File: config.mk
export PLATFORM = sky130hd
export DESIGN_NAME = operand_io
export DESIGN_NICKNAME = d
export VERILOG_FILES = /design/src/rtl/operand_io_pkg.sv /design/src/rtl/operand_io_req_arbiter.sv /design/src/rtl/operand_io.sv
export SDC_FILE = /design/constraint.sdc
export NUM_CORES = 1
export LEC_CHECK = 0
export CAP_MARGIN = 20
export CORE_MARGIN = 8
export CORE_UTILIZATION = 35
export DETAILED_ROUTE_END_ITERATION = 10
export HOLD_SLACK_MARGIN = 0.05
export PLACE_DENSITY_LB_ADDON = 0.12
export SYNTH_ARGS = -nofsm -noshare
export SYNTH_HDL_FRONTEND = slang
export SYNTH_SLANG_ARGS = --single-unit
File: constraint.sdc
create_clock -name clk -period 1.8 [get_ports clk]
set_input_delay 0.36 -clock clk [delete_from_list [all_inputs] [get_ports clk]]
set_output_delay 0.36 -clock clk [all_outputs]
set_load 0.02 [all_outputs]
File: src/rtl/operand_io_pkg.sv
// Types, widths and the remainder-region offset shared by operand_io, the sequencer and the memories.
package operand_io_pkg;

  localparam int DATA_W  = 8;
  localparam int WORD_W  = 16;
  localparam int ADDR_W  = 9;
  localparam int NUM_REQ = 4;

  localparam logic [ADDR_W-1:0] RESTO_BASE_DEFAULT = 9'h100;

  typedef enum logic [1:0] {
    IDLE,
    RD_WAIT,
    RD_CAP,
    WR
  } state_e;

  // Encoding doubles as the bit index into the request vectors.
  typedef enum logic [1:0] {
    REQ_A,
    REQ_B,
    REQ_C,
    REQ_R
  } req_sel_e;

  function automatic logic is_load(input req_sel_e sel);
    return (sel == REQ_A) || (sel == REQ_B);
  endfunction

endpackage

File: src/rtl/operand_io_req_arbiter.sv
// Served-flag tracking and fixed-priority selection (A > B > Resto > C) of pending requests.
module req_arbiter
  import operand_io_pkg::*;
(
  input  logic               clk,
  input  logic               rst_n,
  input  logic [NUM_REQ-1:0] req_i,
  input  logic               accept_i,
  output logic               valid_o,
  output req_sel_e           sel_o
);

  logic [NUM_REQ-1:0] served_q;
  logic [NUM_REQ-1:0] served_d;
  logic [NUM_REQ-1:0] pend;
  logic [NUM_REQ-1:0] grant;

  assign pend = req_i & ~served_q;

  always_comb begin
    valid_o = 1'b1;
    sel_o   = REQ_A;
    if (pend[REQ_A])      sel_o = REQ_A;
    else if (pend[REQ_B]) sel_o = REQ_B;
    else if (pend[REQ_R]) sel_o = REQ_R;
    else if (pend[REQ_C]) sel_o = REQ_C;
    else                  valid_o = 1'b0;
  end

  // A flag survives only while its request stays high, so one assertion yields one transaction.
  always_comb begin
    grant        = '0;
    grant[sel_o] = accept_i;
    served_d     = req_i & (served_q | grant);
  end

  always_ff @(posedge clk or negedge rst_n) begin
    if (!rst_n) served_q <= '0;
    else        served_q <= served_d;
  end

endmodule

File: src/rtl/operand_io.sv
// Responds to the sequencer's register handshake: ROM byte loads onto A/B, result and
// remainder stores into RAM, and exactly one Fim pulse per served request.
module operand_io
  import operand_io_pkg::*;
#(
  parameter int                ROM_LAT    = 1,
  parameter logic [ADDR_W-1:0] RESTO_BASE = RESTO_BASE_DEFAULT
) (
  input  logic              clk,
  input  logic              rst_n,
  input  logic              EnA,
  input  logic              EnB,
  input  logic              EnC,
  input  logic              EnResto,
  input  logic [ADDR_W-1:0] Endereco,
  input  logic [WORD_W-1:0] result,
  input  logic [WORD_W-1:0] resto,
  output logic [ADDR_W-1:0] rom_addr,
  input  logic [DATA_W-1:0] rom_data,
  output logic              ram_we,
  output logic [ADDR_W-1:0] ram_addr,
  output logic [WORD_W-1:0] ram_wdata,
  output logic [WORD_W-1:0] A,
  output logic [WORD_W-1:0] B,
  output logic              FimA,
  output logic              FimB,
  output logic              FimC,
  output logic              FimResto,
  output logic              busy,
  output logic [7:0]        store_count
);

  localparam logic [1:0] LAT = 2'(ROM_LAT);

  state_e            state_q;
  req_sel_e          sel_q;
  req_sel_e          grant_sel;
  logic              grant_valid;
  logic              accept;
  logic [ADDR_W-1:0] addr_q;
  logic [ADDR_W-1:0] rom_addr_q;
  logic [ADDR_W-1:0] ram_addr_q;
  logic [DATA_W-1:0] rdata_q;
  logic [WORD_W-1:0] a_q;
  logic [WORD_W-1:0] b_q;
  logic [WORD_W-1:0] ram_wdata_q;
  logic [1:0]        cnt_q;
  logic              wr_done_q;
  logic              ram_we_q;
  logic              fim_a_q;
  logic              fim_b_q;
  logic              fim_c_q;
  logic              fim_r_q;
  logic [7:0]        store_count_q;

  assign accept = (state_q == IDLE) && grant_valid;

  req_arbiter u_arb (
    .clk      (clk),
    .rst_n    (rst_n),
    .req_i    ({EnResto, EnC, EnB, EnA}),
    .accept_i (accept),
    .valid_o  (grant_valid),
    .sel_o    (grant_sel)
  );

  always_ff @(posedge clk or negedge rst_n) begin
    if (!rst_n) begin
      state_q       <= IDLE;
      sel_q         <= REQ_A;
      addr_q        <= '0;
      rom_addr_q    <= '0;
      ram_addr_q    <= '0;
      ram_wdata_q   <= '0;
      rdata_q       <= '0;
      a_q           <= '0;
      b_q           <= '0;
      cnt_q         <= '0;
      wr_done_q     <= 1'b0;
      ram_we_q      <= 1'b0;
      fim_a_q       <= 1'b0;
      fim_b_q       <= 1'b0;
      fim_c_q       <= 1'b0;
      fim_r_q       <= 1'b0;
      store_count_q <= '0;
    end else begin
      ram_we_q <= 1'b0;
      fim_a_q  <= 1'b0;
      fim_b_q  <= 1'b0;
      fim_c_q  <= 1'b0;
      fim_r_q  <= 1'b0;
      case (state_q)
        IDLE: begin
          if (accept) begin
            sel_q     <= grant_sel;
            addr_q    <= Endereco;
            cnt_q     <= '0;
            wr_done_q <= 1'b0;
            if (is_load(grant_sel)) begin
              rom_addr_q <= Endereco;
              state_q    <= RD_WAIT;
            end else begin
              state_q <= WR;
            end
          end
        end
        // The ROM registers its address one edge after we drive it, so data is
        // sampled one edge past the nominal latency count.
        RD_WAIT: begin
          if (cnt_q == LAT) begin
            rdata_q <= rom_data;
            state_q <= RD_CAP;
          end else begin
            cnt_q <= cnt_q + 2'd1;
          end
        end
        RD_CAP: begin
          if (sel_q == REQ_A) begin
            a_q     <= {8'h00, rdata_q};
            fim_a_q <= 1'b1;
          end else begin
            b_q     <= {8'h00, rdata_q};
            fim_b_q <= 1'b1;
          end
          state_q <= IDLE;
        end
        WR: begin
          if (!wr_done_q) begin
            ram_we_q    <= 1'b1;
            ram_addr_q  <= (sel_q == REQ_R) ? addr_q + RESTO_BASE : addr_q;
            ram_wdata_q <= (sel_q == REQ_R) ? resto : result;
            wr_done_q   <= 1'b1;
          end else begin
            fim_c_q       <= (sel_q == REQ_C);
            fim_r_q       <= (sel_q == REQ_R);
            store_count_q <= store_count_q + 8'd1;
            state_q       <= IDLE;
          end
        end
        default: state_q <= IDLE;
      endcase
    end
  end

  assign rom_addr    = rom_addr_q;
  assign ram_we      = ram_we_q;
  assign ram_addr    = ram_addr_q;
  assign ram_wdata   = ram_wdata_q;
  assign A           = a_q;
  assign B           = b_q;
  assign FimA        = fim_a_q;
  assign FimB        = fim_b_q;
  assign FimC        = fim_c_q;
  assign FimResto    = fim_r_q;
  assign busy        = (state_q != IDLE);
  assign store_count = store_count_q;

endmodule
==> results by group <==
Yosys
  – Yosys top cell area share: 59.3%
  – Post-synth top area cell: dfrtp_1
  – Synth top cells by count: 91 x dfrtp_1, 45 x mux2_2, 25 x nand2_1
  – Dominant synthesized flop cell: dfrtp_1
  – Post-synth ARST share: 100%
  – Post-synth EDFFs: 0
  – Most common cell in the netlist: dfrtp_1
  – Syn_area_per_cell: 13.2 µm²
  – Synthesized cell area: 3840 µm²
  – Synth cell types: 41
  – Yosys warnings: 0
  – Yosys reg bits: 91
  – Sequential area share after synthesis: 59.3%
  – Cell count after synthesis: 290
  – Dominant cells by area after synthesis: dfrtp_1 59%, mux2_2 13%, mux2i_1 4.2%

Route
  – Drt pass-1 iters: 6
  – Drt initial violations: 90
  – Antenna viol nets, final: 0
  – Via count: 2,559
  – Vias per cell: 4.47
  – Final WL: 8490 µm
  – Per-cell routed wire length: 14.8 µm
  – Drt drc: 0

Floorplan
  – IO Count: 135
  – Row cnt: 38
  – Initial core utilization: 35.6%
  – Die area: 14,600 µm²
  – Die height: 121 µm
  – Die Wd: 121 µm
  – Core area: 10,800 µm²

Timing
  – WHS: 0.359 ns
  – Worst Skew: 0.00742 ns
  – Fin. max-slew vios: 0
  – Tightest Pin Transition: 0.581 ns
  – Worst relative slew slack: 61.3%
  – Fmax: 575 MHz
  – Final hold viol count: 0
  – Final Setup Violations: 0
  – Final min period: 1.74 ns
  – Fin crit share: 96.6%
  – RSZ-0062 raised after global routing: no

Cells and area
  – Synthesis-to-finish area growth: 41.6%
  – Post-Layout Inst Area: 5440 µm²
  – Final net count: 484
  – Fillers: 992
  – Layout cells sized above 1: 22.0%
  – # diodes: 0
  – Final Non-Filler Cells: 572
  – Layout Utilization: 50.4%

Global route
  – Pin count of the biggest net entering global routing: 50
  – Overflow after GRT: 0
  – First-pass GRT wire length: 13,900 µm
  – GRT Total Usage: 11.8%
  – Vias in the first global route: 2,688
  – Initial antenna violation count: 0

Power and ir drop
  – Comb power frac: 48.0%
  – Pwr/cell area: 1700 nW/µm²
  – Sequential power share: 38.3%
  – Total net switching power: 0.00338 W
  – Peak VDD IR: 0.899 mV
  – Tot Pwr: 0.00924 W
  – Switching share of power: 36.6%
  – Leakage: 2.50 nW
  – Clock network power share: 13.7%
  – Internal power: 0.00586 W

Clock tree
  – Root Buffer: clkbuf_8
  – CTS Buf Count: 9
  – Sink Count: 91
  – Max clock buf depth: 2
  – Latest clock arrival within the worst-skew pair: 0.35 ns
  – H-tree Lvls: 3
  – Clock transition at path regs: 0.10 ns
  – CTS tree: built

Worst setup path
  – Required @ worst endpoint: 2.04 ns
  – Critical path arrival: 1.98 ns
  – CP startpoint: EnB
  – Critical path class: in -> reg
  – Launching point of the worst reg2reg path: u_arb.served_q[1]
  – CP Max Fanout: 6
  – Startpoint types: input port
  – Worst setup EP type: register
  – FF-to-FF setup slack: 0.18 ns

Status
  – Status: finished clean

Place
  – Detailed Place HPWL: 6410 µm
  – Port bufs: 118
  – Cell count after placement: 555
  – Final GP Congestion: 0.753
  – Placed inst area: 5250 µm²

Min path
  – Hold WC Path Type: in -> async

Job
  – Max_cap viols: 0
layout by cell type, fill, tap and decap left out, types with 2 or more instances in the layout:
cell type        count
dfrtp_1             90
mux2i_1             16
xnor2_1              5
conb_1              16
o21a_1               5
nor2b_1              3
nand4_1              3
clkinvlp_4           2
clkbuf_8             9
dlygate4sd2_1        4
a21oi_1              2
inv_6                2
xor2_1               3
nand3b_1             2
mux2_2              45
dlymetal6s2s_1       2
buf_4               17
nor2_2               2
o21ai_0             18
nand3_1              4
nand2b_1             4
nor3_1               3
nand2_1             25
buf_12               3
ha_1                 2
mux2_4               5
nor2_1               4
a21o_1               2
inv_1                4
clkdlybuf4s50_1    111
metal layers:
metal  vias up  share of wire (%)  global-route usage [%]
li1       1237                  -                       -
met1      1236                 42                    14.1
met2        80                 49                    19.4
met3         6                8.5                    4.20
met4         0               0.72                    4.22
met5         -                  0                       0
kinds of logic (layout without fill, tap and decap cells):
family / count (synthesis) / in the layout / share of synthesized area, %
AOI/OAI and AO/OA: 32 / 32 / 5.57
xor gates and xnor gates: 8 / 8 / 1.82
adders and majority gates: 2 / 2 / 0.651
buffers and inverters: 31 / 158 / 5.18
DFF: 91 / 91 / 59.3
muxes: 66 / 66 / 19.3
other: 1 / 16 / 0.0976
and+or+nand+nor: 59 / 59 / 8.11
power by group through the flow:
| stage | sequential [W] | combinational [W] | clock (W) |
|---|---|---|---|
| 6_report | 0.00354 | 0.00444 | 0.00127 |
| 5_1_grt | 0.00368 | 0.00480 | 0.00143 |
| 4_1_cts | 0.00355 | 0.00454 | 0.00133 |
| 3_5_place_dp | 0.00358 | 0.00456 | 0 |
| 3_3_place_gp | 0.00357 | 0.00449 | 0 |
| 2_1_floorplan | 0.00422 | 0.00187 | 0 |
final timing paths:
check,cells after the start,end
max in group asynchronous,3,store_count[7]
min,2,ram_addr[3]
max reg2reg,4,addr_q[4]
min reg2reg,1,store_count[7]
max,5,addr_q[4]
min in group clk,1,store_count[7]
critical path, cell delays in order:
cell and delay [ns]:
clkdlybuf4s50_1 0.48, nor2b_1 0.41, o41a_1 0.24, buf_4 0.18, mux2_4 0.30
layout make-up:
| class | count | area (µm²) | area share, % |
|---|---|---|---|
| clock inverter | 6 | 48.8 | 0.897 |
| clock buffer | 10 | 128 | 2.35 |
| timing repair buffer | 138 | 1370 | 25.2 |
| tap | 140 | 175 | 3.22 |
| sequential | 91 | 2280 | 41.9 |
| inverter | 4 | 15.0 | 0.276 |
| multi-input combinational | 183 | 1430 | 26.2 |
state kept, by name, indices dropped and copies added (netlist names):
signal          flops
A                   8
B                   8
FimA                1
FimB                1
FimC                1
FimResto            1
addr_q              9
cnt_q               2
ram_addr            9
ram_wdata          16
ram_we              1
rdata_q             8
rom_addr            9
sel_q               2
state_q             2
store_count         8
u_arb.served_q      4
wr_done_q           1
what timing repair did:
| item | in CTS | in global routing |
|---|---|---|
| setup buffers | 0 | 0 |
| gates resized for setup | 4 | 4 |
| hold endpoints to repair | 47 | 0 |
| setup endpoints to repair | 4 | 3 |
| hold buffers | 1 | 0 |
stage by stage:
stage,setup WS [ns],setup TNS (ns)
2_1_floorplan,0.241,0
3_3_place_gp,-0.281,-4.79
3_5_place_dp,-0.334,-5.97
4_1_cts,0.00848,0
5_1_grt,0.000430,0
6_report,0.0608,0
Note: power is estimated with default switching activity, not from simulation.
